==> src/rtl/ling_add_arbiter.sv <==
// ling_add_arbiter: round-robin arbiter feeding a two-stage pipelined modulo-(2^32-1) adder
module ling_add_arbiter #(
    parameter int NREQ = 4,
    parameter int IDW  = 2
) (
    input  logic                 clk,
    input  logic                 rst_n,
    input  logic [NREQ-1:0]      req_valid,
    output logic [NREQ-1:0]      req_ready,
    input  logic [32*NREQ-1:0]   req_a,
    input  logic [32*NREQ-1:0]   req_b,
    output logic                 rsp_valid,
    input  logic                 rsp_ready,
    output logic [31:0]          rsp_sum,
    output logic [IDW-1:0]       rsp_id,
    output logic                 busy
);
    logic            s1_valid_q, rsp_valid_q, s1_en, s2_en, found, accept;
    logic [31:0]     s1_a_q, s1_b_q, rsp_sum_q, sum_d, a_sel, b_sel;
    logic [IDW-1:0]  s1_id_q, rsp_id_q, ptr_q, ptr_d, gnt;
    logic [IDW:0]    idx;
    logic [NREQ-1:0] rot;
    logic [32:0]     raw;

    assign s2_en = ~rsp_valid_q | rsp_ready;
    assign s1_en = ~s1_valid_q | s2_en;
    // Rotate so bit 0 is the requester at ptr; the lowest set bit then wins.
    assign rot = NREQ'({req_valid, req_valid} >> ptr_q);

    // Priority search from ptr upward with wrap, mapped back to an absolute index
    always_comb begin
        found = 1'b0;
        idx   = '0;
        for (int k = NREQ - 1; k >= 0; k--) begin
            if (rot[k]) begin
                found = 1'b1;
                idx   = {1'b0, ptr_q} + (IDW+1)'(k);
            end
        end
        gnt = (idx >= (IDW+1)'(NREQ)) ? IDW'(idx - (IDW+1)'(NREQ)) : IDW'(idx);
    end

    // Grant is suppressed while reset is held so nothing looks accepted then.
    assign req_ready = (rst_n & s1_en & found) ? (NREQ'(1) << gnt) : '0;
    assign accept    = |req_ready;
    assign ptr_d     = (gnt == IDW'(NREQ - 1)) ? '0 : gnt + 1'b1;
    assign a_sel     = req_a[32*gnt +: 32];
    assign b_sel     = req_b[32*gnt +: 32];

    // End-around carry: the carry out of the plain sum is fed back into bit 0.
    // The raw low word cannot overflow again when the carry is set, so the
    // all-ones form of zero survives unchanged.
    assign raw   = {1'b0, s1_a_q} + {1'b0, s1_b_q};
    assign sum_d = raw[31:0] + {31'd0, raw[32]};

    // Stage 1 captures the granted operands, stage 2 captures the sum; both stall together
    always_ff @(posedge clk or negedge rst_n) begin
        if (!rst_n) begin
            s1_valid_q  <= 1'b0;
            s1_a_q      <= '0;
            s1_b_q      <= '0;
            s1_id_q     <= '0;
            ptr_q       <= '0;
            rsp_valid_q <= 1'b0;
            rsp_sum_q   <= '0;
            rsp_id_q    <= '0;
        end else begin
            if (s1_en) begin
                s1_valid_q <= accept;
                if (accept) begin
                    s1_a_q  <= a_sel;
                    s1_b_q  <= b_sel;
                    s1_id_q <= gnt;
                    ptr_q   <= ptr_d;
                end
            end
            if (s2_en) begin
                rsp_valid_q <= s1_valid_q;
                rsp_sum_q   <= sum_d;
                rsp_id_q    <= s1_id_q;
            end
        end
    end

    assign rsp_valid = rsp_valid_q;
    assign rsp_sum   = rsp_sum_q;
    assign rsp_id    = rsp_id_q;
    assign busy      = s1_valid_q | rsp_valid_q;
endmodule

==> config.mk <==
export PLATFORM = sky130hd
export DESIGN_NAME = ling_add_arbiter
export DESIGN_NICKNAME = d
export VERILOG_FILES = /design/src/rtl/ling_add_arbiter.sv
export SDC_FILE = /design/constraint.sdc
export NUM_CORES = 1
export LEC_CHECK = 0
export BUFFER_PORTS_ARGS = -buffer_cell sky130_fd_sc_hd__buf_2
export CORE_UTILIZATION = 47
export DETAILED_ROUTE_END_ITERATION = 10
export PLACE_DENSITY = 0.79
export SETUP_SLACK_MARGIN = 0.2
export SYNTH_ARGS = -nofsm -noshare
export SYNTH_HDL_FRONTEND = slang
export SYNTH_SLANG_ARGS = --single-unit
==> constraint.sdc <==
create_clock -name clk -period 4.96 [get_ports clk]
set_input_delay 0.992 -clock clk [delete_from_list [all_inputs] [get_ports clk]]
set_output_delay 0.992 -clock clk [all_outputs]
set_load 0.02 [all_outputs]
== Yosys cells after proc, flatten, opt, wreduce, memory -nomap -nowiden ==
Index checks and enable logic that the tools add are counted.
Storage, ports and cells
  register bits after elaboration: 104
  bits of input ports: 263
  logic and storage cells: 41
Cells by class
  add/subtract/negate cells: 7
  order comparisons: 1
  equality and inequality tests: 1
  shift operators: 4
  multiplexer cells: 11
  bitwise logic cells: 7
  reductions and logical operators: 2
Operator list (number)
  $shiftx A128 B8 Y32: 2
  $add A32 B32 Y33: 1
  $add A32 B1 Y32: 1
  $mux W3: 4
  $shr A8 B2 Y4: 1
  $add A2 B2 Y3 const B: 2
  $mux W1: 4
  $mux W2: 2
  $mux W4: 1
  $reduce_or A4 Y1: 1
  $shl A1 B2 Y4 const A: 1
  $add A2 B1 Y3 const B: 1
  $ge A3 B3 Y1 const B: 1
  $or A1 B1 Y1: 3
  $add A2 B1 Y2 const B: 1
  $and A1 B1 Y1: 2
  $eq A2 B2 Y1 const B: 1
  $not A1 Y1: 2
  $reduce_and A2 Y1: 1
  $sub A2 B1 Y2 const B: 1

== Depth between registers and ports, before layout ==
Gate-level depths: netlist of run 1.
  depth after elaboration: 11
  depth in mapped cells: 21
  gate-level depth less buffers: 21

== Worst setup path after synthesis of run 1 ==
No wires, ideal clock.
  kind: register to register
  start point: register s1_a_q[16]
  end point: register rsp_sum_q[31] (netlist: rsp_sum[31])
  library setup time: 0.122 ns
  arrival: 4.642 ns
  required time: 4.838 ns
  setup slack: 0.196 ns
  cell stages (with the launch flop): 21
  cell sequence: dfrtp_1 > ha_1 > clkbuf_1 > and4_1 > nand3_1 > nor3_1 > o21ai_0 > a211oi_1 > or3_1 > a21oi_1 > nor2_1 > o21ai_0 > nand2b_1 > ha_1 > nand3_1 > or4_1 > nor4_1 > or4b_4 > nor4_4 > mux2i_1 > nor3_2
Between the ends
  word-level cells in the longest chain between the ends: 2
RTL lines
  from (decl): RTL line 19  | logic [31:0] s1_a_q, s1_b_q, rsp_sum_q, sum_d, a_sel, b_sel;
  from (signal assigned): RTL line 71  | s1_a_q <= a_sel;
  $add A32 B32 Y33: RTL line 53  | assign raw = {1'b0, s1_a_q} + {1'b0, s1_b_q};
  $add A32 B1 Y32: RTL line 54  | assign sum_d = raw[31:0] + {31'd0, raw[32]};
  to (signal assigned): RTL line 79  | rsp_sum_q <= sum_d;
  to (decl): RTL line 19
No other way between the ends.
A chain may end at the register's enable or synchronous reset.

== Worst setup path after layout of run 1 ==
  start point: register s1_a_q[10]
  end point: register rsp_sum_q[31] (netlist: rsp_sum[31])
The elaborated chain is that of the path after synthesis.

==> parameters.txt, run 1 <==
Parameter                              Value

Outcome
  Status    finished, final reports clean

Critical path
  Critical path endpoint category    register
  CP Max Fanout    7
  Critical Path Start Type    register
  Reg2reg end    rsp_sum[31]$_DFFE_PN0P_
  Worst setup path end    rsp_sum[31]$_DFFE_PN0P_
  Launch point of the worst path    s1_a_q[10]$_DFFE_PN0P_
  Largest stage delay on the critical path    510 ps
  Kind of critical path    register to register
  WP data arrival    4670 ps
  Depth of the worst register-to-register path    19
  Slowest cell on the critical path    sky130_fd_sc_hd__or4_1
  R2R setup slack    530 ps
  Reg2Reg Launch Point    s1_a_q[10]$_DFFE_PN0P_
  Required time reported for the critical path endpoint    between 5000 and 6000 ps
  Crit path cell chain    ha_2 > and3_4 > nand2_1 > and3b_2 > o21ai_2 > a211oi_2 > or3_1 > a21oi_1 > nor2_1 > o21ai_0 > nand2b_1 > ha_1 > nand3_1 > or4_1 > nor4_1 > or4b_4 > nor4_4 > mux2i_1 > nor3_2

Route
  Vias post-DR    approximately 9600
  Vias/cell    between 5 and 6
  Antenna-violating nets left    0
  Post-DR wirelength/cell    around 15 µm
  Overall routed net length    ~27000 µm
  Detailed-route DRC error count    0
  Number of optimization iterations in the first detailed-route pass    5
  Drt initial violations    between 600 and 700

GRT
  Overflow after GRT    0
  Largest net degree at the start of global routing    137
  Total global routing track utilization    0.288
  Global-route wire length before repair    between 40000 and 50000 µm
  Antenna violations before repair    3
  Via count of the first global-routing pass    around 8600

Synth
  Post-synth EDFFs    0
  Number of storage elements in the synthesis netlist    approximately 100
  Post-synth net total    about 1600
  Area contributors post-synth    sky130_fd_sc_hd__dfrtp_1 (30%), sky130_fd_sc_hd__nand2_1 (12%), sky130_fd_sc_hd__o21ai_0 (10%), sky130_fd_sc_hd__nor2_1 (9.9%), sky130_fd_sc_hd__ha_1 (5.6%)
  Fraction of synthesis flops using an asynchronous set or reset pin    1.00
  Post-Syn Instances    ~1300
  Fraction of post-synthesis cell area in the top cell type by area    0.304
  Sequential area share after synthesis    0.304
  Dominant synthesized flop cell    sky130_fd_sc_hd__dfrtp_1
  Warnings from Yosys    0
  Area leader, netlist    sky130_fd_sc_hd__dfrtp_1
  Number of unique standard cell types used by synthesis    74
  Synth Area per Inst    between 6 and 7 µm²
  Syn Std Cell Area    ~8600 µm²

Min path
  Path class of the lowest-slack min-delay path    register to register
  Cells on Worst Hold Path    2

Cells and area
  Synth-to-layout area growth    27.4%
  Layout Cells excl Fill    about 1800
  Most common cell after layout, fill and taps aside    sky130_fd_sc_hd__buf_2
  Post-route cell area    approximately 11000 µm²
  Final net count    approximately 1800
  Commonest cells after routing, fill and taps aside    sky130_fd_sc_hd__buf_2 (301), sky130_fd_sc_hd__nand2_1 (271), sky130_fd_sc_hd__nor2_1 (227), sky130_fd_sc_hd__o21ai_0 (172), sky130_fd_sc_hd__dfrtp_1 (104)
  Fraction of layout cells with a size suffix above 1    0.271
  Fillcell total    about 1600
  Final Util    0.622

Timing
  Final setup fails    0
  Setup clock skew after layout    about 6.7 ps
  Max_slew headroom    0.373
  Max Transition Viols Final    0
  Max Fclk    226 MHz
  Period minus WS final    roughly 4400 ps
  Final setup TNS    0 ps
  Least-Margin Pin Slew    925 ps
  Hold violation count in the final report    0
  Period Utilization, post-route    0.893
  Unrepaired setup endpoints after global routing    no

Power and ir drop
  Pwr dens    827 nW/µm²
  VDD IR max    around 0.41 mV
  Static leakage    5.32 nW

Clock tree
  CTS root buffer    sky130_fd_sc_hd__clkbuf_16
  CTS Buf Count    9
  Worst skew pair latency    between 300 and 400 ps
  Clk sink count    about 100
  Clock Pin Slew Worst Setup and Hold Paths    about 70 ps
  Clock buffer depth    2
  TritonCTS clock tree    done
  Deepest level of the CTS H-tree    3
  Quantity of hold-fixing buffers added after cts    0

Place
  Final weighted congestion of routability-driven global placement    0.920
  Detail Placement HPWL    roughly 21000 µm
  Port bufs    between 300 and 400
  Post-placement cell count    between 1500 and 2000
  Area after DPL    ~10000 µm²

Die
  Die X    137 µm
  DIE HEIGHT    between 100 and 150 µm
  Number of placed I/O pins    ~300
  Std-Cell Core Area    approximately 18000 µm²
  Area of the die    about 19000 µm²
  Starting density of the core    0.488
  Rows    48

Flow run
  Reported max-cap violation count    0
sequential cells by signal (all words and copies together) (netlist names):
signal      cells
s1_id_q         2
ptr_q           2
rsp_valid       1
s1_a_q         32
rsp_sum        32
s1_valid_q      1
s1_b_q         32
rsp_id          2
worst min path at each step:
stage,startpoint,to,slack (ps)
finish,rsp_sum[13]$_DFFE_PN0P_,rsp_sum[13]$_DFFE_PN0P_,470
CTS,rsp_id[0]$_DFFE_PN0P_,rsp_id[0]$_DFFE_PN0P_,470
detailed placement,rsp_id[0]$_DFFE_PN0P_,rsp_id[0]$_DFFE_PN0P_,450
global route,rsp_sum[26]$_DFFE_PN0P_,rsp_sum[26]$_DFFE_PN0P_,500
global placement,rsp_id[0]$_DFFE_PN0P_,rsp_id[0]$_DFFE_PN0P_,450
floorplan,s1_id_q[0]$_DFFE_PN0P_,rsp_id[0]$_DFFE_PN0P_,450
report_power, final:
part | switching (W) | internal [W] | total (W)
registers | 0.000296 | 0.00132 | 0.00162
clock network | 0.000312 | 0.000485 | 0.000796
logic | 0.00411 | 0.00250 | 0.00661
total | 0.00472 | 0.00430 | 0.00902
metrics by stage:
stage          power [W]  setup slack (ps)  hold WS (ps)
6_report         0.00902               532           471
5_1_grt          0.00986               213           500
4_1_cts          0.00868               218           470
3_5_place_dp     0.00784               145           454
3_3_place_gp     0.00773               223           449
2_1_floorplan    0.00616               267           446
synthesized netlist by cell type, drive strengths merged, types with 7 or more instances:
cell type,count
a21o,17
a21oi,42
and2,13
buf,8
clkbuf,70
dfrtp,104
ha,38
inv,11
nand2,271
nand2b,7
nand3,90
nand4,9
nor2,227
nor3,16
nor4,8
o211ai,10
o21ai,177
o311ai,7
or2,7
or3,10
xnor2,24
xor2,15
logic make-up (layout without fill, tap and decap cells):
kind of cell	after synthesis	count (layout)	synth area share
simple gates	684	684	0.348
compound gates	292	292	0.203
flops	104	104	0.304
buf+inv	89	365	0.0419
fa+ha+maj	39	39	0.0579
xor+xnor	39	39	0.0399
mux	4	4	0.00482
other cells	0	3	0
per-layer routing:
| metal | up-vias | GRT usage | routed length, µm |
|---|---|---|---|
| met1 | 4408 | 0.413 | 12400 |
| met5 | - | 0 | 0 |
| met3 | 32 | 0.0526 | 1780 |
| met2 | 314 | 0.438 | 12100 |
| met4 | 0 | 0.0867 | 518 |
| li1 | 4828 | - | - |
worst max-delay path, delay by kind of cell (launching register included):
| kind | cells | cell delay (ps) |
|---|---|---|
| AOI/OAI and AO/OA | 4 | 530 |
| adders and majority gates | 2 | 560 |
| DFF | 1 | 390 |
| muxes | 1 | 260 |
| and+or+nand+nor | 12 | 2580 |
cell type report:
type / count / area, µm² / share of cell area
Clock buffer: 12 / 267 / 0.0244
Multi-Input combinational cell: 1058 / 5810 / 0.533
Tap cell: 225 / 282 / 0.0258
Inverter: 11 / 43.8 / 0.00401
Sequential cell: 104 / 2600 / 0.239
Timing Repair Buffer: 338 / 1820 / 0.167
Antenna cell: 3 / 7.51 / 0.000688
Clock inverter: 4 / 73.8 / 0.00677
repair_timing:
item	in CTS	in global routing
endpoints found under the setup margin	7	22
pin swaps	0	11
endpoints found under the hold margin	0	0
buffers inserted	0	12
resized for setup	4	34
Note: power is estimated with default switching activity, not from simulation.
==> run 2, diff against run 1 <==
==> constraint.sdc (replaced) <==
create_clock -name clk -period 4.96 [get_ports clk]
set_input_delay 0.248 -clock clk [delete_from_list [all_inputs] [get_ports clk]]
set_output_delay 0.248 -clock clk [all_outputs]
set_load 0.02 [all_outputs]
==> run 2 against run 1 <==
Die area is the same. Total power grew 1.1%. Critical endpoint unchanged. Via count grew 0.57%. Sequential share of layout area shrank 0.14 points. Critical path type unchanged.
==> parameters.txt, run 2 (same netlist as run 1, synthesis figures left out) <==
Parameter                              Value

Timing
  Hold slack    256 ps (-215 ps)
  Final setup fails    0 (unchanged)
  Final setup TNS    0 ps (unchanged)
  Setup clock skew after layout    6.64 ps (-0.0412 ps)
  Hold violation count in the final report    0 (unchanged)
  Least-Margin Pin Slew    933 ps (+8.14 ps)
  Unrepaired setup endpoints after global routing    no
  Period Utilization, post-route    0.902 (+0.00945)
  Max Fclk    223 MHz (-1.0%)
  Max Transition Viols Final    0 (unchanged)
  Max_slew headroom    0.370 (-0.00357)
  Period minus WS final    4480 ps (+46.9 ps)

GRT
  Antenna violations before repair    2 (-1)
  Largest net degree at the start of global routing    137 (unchanged)
  Via count of the first global-routing pass    8691 (+0.60%)
  Overflow after GRT    0 (unchanged)
  Busiest layer in global routing    met2
  Global Route met3 Usage    0.0474 (-0.00519)
  Total global routing track utilization    0.289 (+0.00104)
  Global-route wire length before repair    42400 µm (+0.51%)
  Met1 routing resource usage after global routing    0.394 (-0.0192)
  Met2 demand-to-capacity share in global routing    0.456 (+0.0180)

Clock tree
  Deepest level of the CTS H-tree    3 (unchanged)
  Clock buffer depth    2 (unchanged)
  TritonCTS clock tree    done
  CTS Buf Count    9 (unchanged)
  Clk sink count    104 (unchanged)
  CTS root buffer    sky130_fd_sc_hd__clkbuf_16
  Worst skew pair latency    360 ps (about the same)
  Clock Pin Slew Worst Setup and Hold Paths    70 ps (about the same)

Outcome
  Status    finished, final reports clean

Place
  Detail Placement HPWL    21000 µm (+0.11%)
  Final weighted congestion of routability-driven global placement    0.933 (+1.5%)
  Port bufs    302 (unchanged)

Power and ir drop
  Static leakage    5.32 nW (about the same)
  VDD IR max    0.493 mV (+21%)
  Pwr dens    831 nW/µm² (+0.53%)

Critical path
  Worst setup path end    rsp_sum[31]$_DFFE_PN0P_
  Critical path endpoint category    register
  Reg2reg end    rsp_sum[31]$_DFFE_PN0P_
  Depth of the worst register-to-register path    20 (+1)
  WP data arrival    4760 ps (+90 ps)
  Required time reported for the critical path endpoint    5240 ps (+40 ps)
  CP Max Fanout    5 (-2)
  Kind of critical path    register to register
  R2R setup slack    480 ps (-50 ps)
  Launch point of the worst path    s1_b_q[15]$_DFFE_PN0P_
  Critical Path Start Type    register
  Reg2Reg Launch Point    s1_b_q[15]$_DFFE_PN0P_

Die
  Starting density of the core    0.488 (unchanged)
  Die X    137 µm (unchanged)
  Area of the die    18800 µm² (unchanged)
  Std-Cell Core Area    17500 µm² (unchanged)
  Number of placed I/O pins    303 (unchanged)
  DIE HEIGHT    137 µm (unchanged)
  Rows    48 (unchanged)

Min path
  Path class of the lowest-slack min-delay path    input pin to register

Route
  Overall routed net length    27200 µm (+1.7%)
  Post-DR wirelength/cell    15.5 µm (+1.5%)
  Vias post-DR    9637 (+0.57%)
  Detailed-route DRC error count    0 (unchanged)
  Number of optimization iterations in the first detailed-route pass    5 (unchanged)
  Antenna-violating nets left    0 (unchanged)
  Vias/cell    5.48 (+0.35%)
  Drt initial violations    710 (+9.1%)

Cells and area
  Fraction of layout cells with a size suffix above 1    0.275 (+0.00434)
  Final Util    0.626 (+0.00357)
  Synth-to-layout area growth    28.1%
  Most common cell after layout, fill and taps aside    sky130_fd_sc_hd__buf_2
  Commonest cells after routing, fill and taps aside    sky130_fd_sc_hd__buf_2 (301), sky130_fd_sc_hd__nand2_1 (271), sky130_fd_sc_hd__nor2_1 (227), sky130_fd_sc_hd__o21ai_0 (172), sky130_fd_sc_hd__dfrtp_1 (104)
  Final net count    1829 (+0.27%)
  Fillcell total    1600 (-1.8%)

Flow run
  Reported max-cap violation count    0 (unchanged)
[run 2: worst min path at each step]
stage	slack (ps)	endpoint	from	depth (start not counted)
after floorplan	-50	ptr_q[0]$_DFFE_PN0P_	rst_n	0
after global placement	290	rsp_sum[27]$_DFFE_PN0P_	rst_n	1
after detailed placement	300	rsp_sum[27]$_DFFE_PN0P_	rst_n	1
after CTS	250	s1_a_q[19]$_DFFE_PN0P_	req_a[51]	5
after global routing	280	s1_a_q[19]$_DFFE_PN0P_	req_a[51]	5
final	260	s1_a_q[19]$_DFFE_PN0P_	req_a[51]	5
[run 2: routing by layer]
metal  share of wire  up-vias
li1                -     4841
met1            0.46     4406
met2            0.46      342
met3           0.060       48
met4           0.027        0
met5               0        -
[run 2: critical path, cell delays in order, from the launching register on]
cell	delay, ps
sky130_fd_sc_hd__dfrtp_1	420
sky130_fd_sc_hd__ha_4	310
sky130_fd_sc_hd__and4_1	240
sky130_fd_sc_hd__nand3_2	130
sky130_fd_sc_hd__nor3_2	180
sky130_fd_sc_hd__o21ai_2	120
sky130_fd_sc_hd__a211oi_2	270
sky130_fd_sc_hd__or3_1	160
sky130_fd_sc_hd__a21oi_1	60
sky130_fd_sc_hd__nor2_1	90
sky130_fd_sc_hd__o21ai_0	70
sky130_fd_sc_hd__nand2b_1	80
sky130_fd_sc_hd__ha_2	180
sky130_fd_sc_hd__nand3_2	80
sky130_fd_sc_hd__or4_4	490
sky130_fd_sc_hd__nor4_1	150
sky130_fd_sc_hd__or4b_4	520
sky130_fd_sc_hd__nor4_4	370
sky130_fd_sc_hd__buf_4	180
sky130_fd_sc_hd__o22ai_1	80
sky130_fd_sc_hd__nor3_2	210
[run 2: what timing repair did]
action | in CTS | in global routing
setup endpoints to repair | 8 | 22
hold buffers | 1 | 0
buffers inserted | 2 | 14
hold endpoints to repair | 44 | 0
gates resized for setup | 5 | 42
pin swaps | 1 | 16
[run 2: power by group]
part           switching, W  total [W]  leakage, nW  internal, W
Clock              0.000323   0.000730        0.147     0.000408
Sequential         0.000307    0.00163         1.26      0.00132
Combinational       0.00419    0.00677         3.92      0.00258
Total               0.00482    0.00912         5.32      0.00430
[run 2: layout make-up]
cell class | instances | area (µm²) | share of cell area
Inverter | 11 | 43.8 | 0.00399
Clock inverter | 4 | 52.6 | 0.00479
Clock buffer | 12 | 246 | 0.0225
Tap cell | 225 | 282 | 0.0257
Multi-Input combinational cell | 1058 | 5880 | 0.536
Sequential cell | 104 | 2600 | 0.237
Timing Repair Buffer | 343 | 1860 | 0.170
Antenna cell | 2 | 5.00 | 0.000456
[run 2: through the flow]
stage	instance area (µm²)	total power, W	worst slack, ps	instances
2_1_floorplan	8570	0.00616	267	1251
3_3_place_gp	10300	0.00773	181	1724
3_5_place_dp	10300	0.00788	78.0	1724
4_1_cts	10600	0.00865	245	1743
5_1_grt	11000	0.00994	241	1759
6_report	11000	0.00912	485	1759
==> run 3, diff against run 2 <==
- RECOVER_POWER: default -> 25
==> run 3 against run 2 <==
Maximum frequency about the same. Utilization down 0.15 points. Combinational power about the same. Via count up 0.11%. Global-route usage unchanged. Register-to-register slack about the same. Highest routed layer unchanged. Critical path type unchanged. Setup slack worse by 2.1 ps. Count of clock-buffer cells in the layout unchanged. Total power down 0.24%. The run now ends with capacitance limit, slew limit left. Sequential power about the same. Final cell count unchanged.
==> parameters.txt, run 3 (same netlist as run 1, synthesis figures left out) <==
Parameter                              Value

Outcome
  Status    complete, but fails checks
  Failing checks    capacitance limit, slew limit

Cells and area
  Synth-to-layout area growth    27.8%
  Fraction of layout cells with a size suffix above 1    0.263 (-0.0124)
  Area occupied by multi-input gates    5880 µm² (unchanged)
  Post-route cell area    10900 µm² (-0.24%)
  Commonest cells after routing, fill and taps aside    sky130_fd_sc_hd__buf_2 (283), sky130_fd_sc_hd__nand2_1 (271), sky130_fd_sc_hd__nor2_1 (227), sky130_fd_sc_hd__o21ai_0 (172), sky130_fd_sc_hd__dfrtp_1 (104)
  Final net count    1829 (unchanged)
  Sequential cell area    2600 µm² (unchanged)
  Fillcell total    1613 (+0.81%)
  Layout Cells excl Fill    1759 (unchanged)
  Most common cell after layout, fill and taps aside    sky130_fd_sc_hd__buf_2

Route
  Antenna-violating nets left    0 (unchanged)
  Drt initial violations    662 (-6.8%)
  Post-DR wirelength/cell    15.5 µm (about the same)
  Detailed-route DRC error count    0 (unchanged)
  Vias/cell    5.48 (+0.11%)
  Overall routed net length    27300 µm (about the same)
  Vias post-DR    9648 (+0.11%)
  Number of optimization iterations in the first detailed-route pass    5 (unchanged)

Place
  Detail Placement HPWL    21000 µm (unchanged)
  Final weighted congestion of routability-driven global placement    0.933 (unchanged)
  Area after DPL    10300 µm² (unchanged)
  Port bufs    302 (unchanged)
  Post-placement cell count    1724 (unchanged)
  Worst Setup Slack post-DPL    78.0 ps (unchanged)

Critical path
  Critical path endpoint category    register
  CP top delay family    simple AND/OR/NAND/NOR gates
  Required time reported for the critical path endpoint    5240 ps (about the same)
  WP data arrival    4760 ps (about the same)
  Largest stage delay on the critical path    520 ps (about the same)
  Crit path cell chain    ha_1 > and4_1 > nand3_2 > nor3_2 > o21ai_2 > a211oi_2 > or3_1 > a21oi_1 > nor2_1 > o21ai_0 > nand2b_1 > ha_2 > nand3_2 > or4_4 > nor4_1 > or4b_4 > nor4_4 > buf_4 > o22ai_1 > nor3_2
  Kind of critical path    register to register
  Slowest cell on the critical path    sky130_fd_sc_hd__or4b_4
  Critical Path Start Type    register
  Bufs and invs on worst path    1 (unchanged)
  CP Max Fanout    4 (-1)

Die
  Number of placed I/O pins    303 (unchanged)
  Starting density of the core    0.488 (unchanged)
  DIE HEIGHT    137 µm (unchanged)
  Std-Cell Core Area    17500 µm² (unchanged)
  Area of the die    18800 µm² (unchanged)
  Rows    48 (unchanged)
  Die X    137 µm (unchanged)

Flow run
  Reported max-cap violation count    1 (+1)

Clock tree
  TritonCTS clock tree    done
  Clk sink count    104 (unchanged)
  Deepest level of the CTS H-tree    3 (unchanged)
  Clock buffer depth    2 (unchanged)
  Clock Pin Slew Worst Setup and Hold Paths    70 ps (about the same)
  CTS root buffer    sky130_fd_sc_hd__clkbuf_16
  CTS Buf Count    9 (unchanged)
  Worst skew pair latency    360 ps (about the same)

GRT
  Via count of the first global-routing pass    8691 (unchanged)
  Overflow after GRT    0 (unchanged)
  Global-route wire length before repair    42400 µm (unchanged)
  Met2 demand-to-capacity share in global routing    0.456 (unchanged)
  Antenna violations before repair    2 (unchanged)
  Global Route met3 Usage    0.0474 (unchanged)
  Busiest layer in global routing    met2
  Total global routing track utilization    0.289 (unchanged)
  Met1 routing resource usage after global routing    0.394 (unchanged)
  Largest net degree at the start of global routing    137 (unchanged)

Timing
  Unrepaired setup endpoints after global routing    no
  Max_slew headroom    -0.684 (-1.05)
  Hold slack    258 ps (+1.89 ps)
  Hold violation count in the final report    0 (unchanged)
  Period minus WS final    4480 ps (+2.15 ps)
  Max Fclk    223 MHz (about the same)
  Max Transition Viols Final    47 (+47)
  Final setup TNS    0 ps (unchanged)
  Setup clock skew after layout    6.66 ps (+0.0220 ps)
  Final Worst Setup Slack    483 ps (-2.15 ps)
  Final setup fails    0 (unchanged)
  Least-Margin Pin Slew    2530 ps (+1590 ps)
  Period Utilization, post-route    0.903 (about the same)

Min path
  Path class of the lowest-slack min-delay path    input pin to register

Power and ir drop
  Static leakage    5.26 nW (-1.1%)
  VDD IR max    0.484 mV (-2.0%)
  Pwr dens    831 nW/µm² (about the same)
## run 3: path summary, 6_finish.rpt
kind / start / endpoint / slack, ps / cells after the start
worst max-delay path: s1_a_q[16]$_DFFE_PN0P_ / rsp_sum[31]$_DFFE_PN0P_ / 480 / 20
worst min-delay path: req_a[51] / s1_a_q[19]$_DFFE_PN0P_ / 260 / 5
worst max register to register: s1_a_q[16]$_DFFE_PN0P_ / rsp_sum[31]$_DFFE_PN0P_ / 480 / 20
worst min register to register: rsp_id[0]$_DFFE_PN0P_ / rsp_id[0]$_DFFE_PN0P_ / 470 / 2
max in group asynchronous: rst_n / s1_a_q[26]$_DFFE_PN0P_ / 1880 / 3
min in group asynchronous: rst_n / rsp_sum[27]$_DFFE_PN0P_ / 1210 / 2
## run 3: worst register-to-register path: stages (launching register included)
cell	delay, ps
sky130_fd_sc_hd__dfrtp_1	390
sky130_fd_sc_hd__ha_1	330
sky130_fd_sc_hd__and4_1	250
sky130_fd_sc_hd__nand3_2	130
sky130_fd_sc_hd__nor3_2	180
sky130_fd_sc_hd__o21ai_2	120
sky130_fd_sc_hd__a211oi_2	270
sky130_fd_sc_hd__or3_1	160
sky130_fd_sc_hd__a21oi_1	60
sky130_fd_sc_hd__nor2_1	90
sky130_fd_sc_hd__o21ai_0	70
sky130_fd_sc_hd__nand2b_1	80
sky130_fd_sc_hd__ha_2	180
sky130_fd_sc_hd__nand3_2	80
sky130_fd_sc_hd__or4_4	490
sky130_fd_sc_hd__nor4_1	160
sky130_fd_sc_hd__or4b_4	520
sky130_fd_sc_hd__nor4_4	370
sky130_fd_sc_hd__buf_4	180
sky130_fd_sc_hd__o22ai_1	80
sky130_fd_sc_hd__nor3_2	210
## run 3: cell type report
class,count,share of cell area
Sequential cell,104,0.238
Tap cell,225,0.0257
Antenna cell,2,0.000457
Clock buffer,12,0.0225
Multi-Input combinational cell,1058,0.537
Clock inverter,4,0.00480
Timing Repair Buffer,343,0.168
Inverter,11,0.00400
## run 3: stage by stage
step | util | total power (W)
detailed placement | 0.587 | 0.00788
global route | 0.624 | 0.00992
finish | 0.624 | 0.00910
global placement | 0.587 | 0.00773
CTS | 0.606 | 0.00865
floorplan | - | 0.00616
## run 3: what timing repair did
| action | CTS | global route |
|---|---|---|
| pin swaps | 1 | 16 |
| setup endpoints to repair | 8 | 22 |
| hold endpoints to repair | 44 | 0 |
| resized for setup | 5 | 42 |
| hold buffers | 1 | 0 |
| setup buffers | 2 | 14 |
## run 3: layer usage
layer | vias to the layer above | part of all wire
met5 | - | 0
met4 | 0 | 0.026
met3 | 43 | 0.064
met2 | 337 | 0.46
met1 | 4425 | 0.45
li1 | 4843 | -
## run 3: power by group
part,switching [W],leakage [nW],internal [W]
combinational,0.00419,3.86,0.00255
sequential,0.000310,1.26,0.00132
clock,0.000322,0.147,0.000408
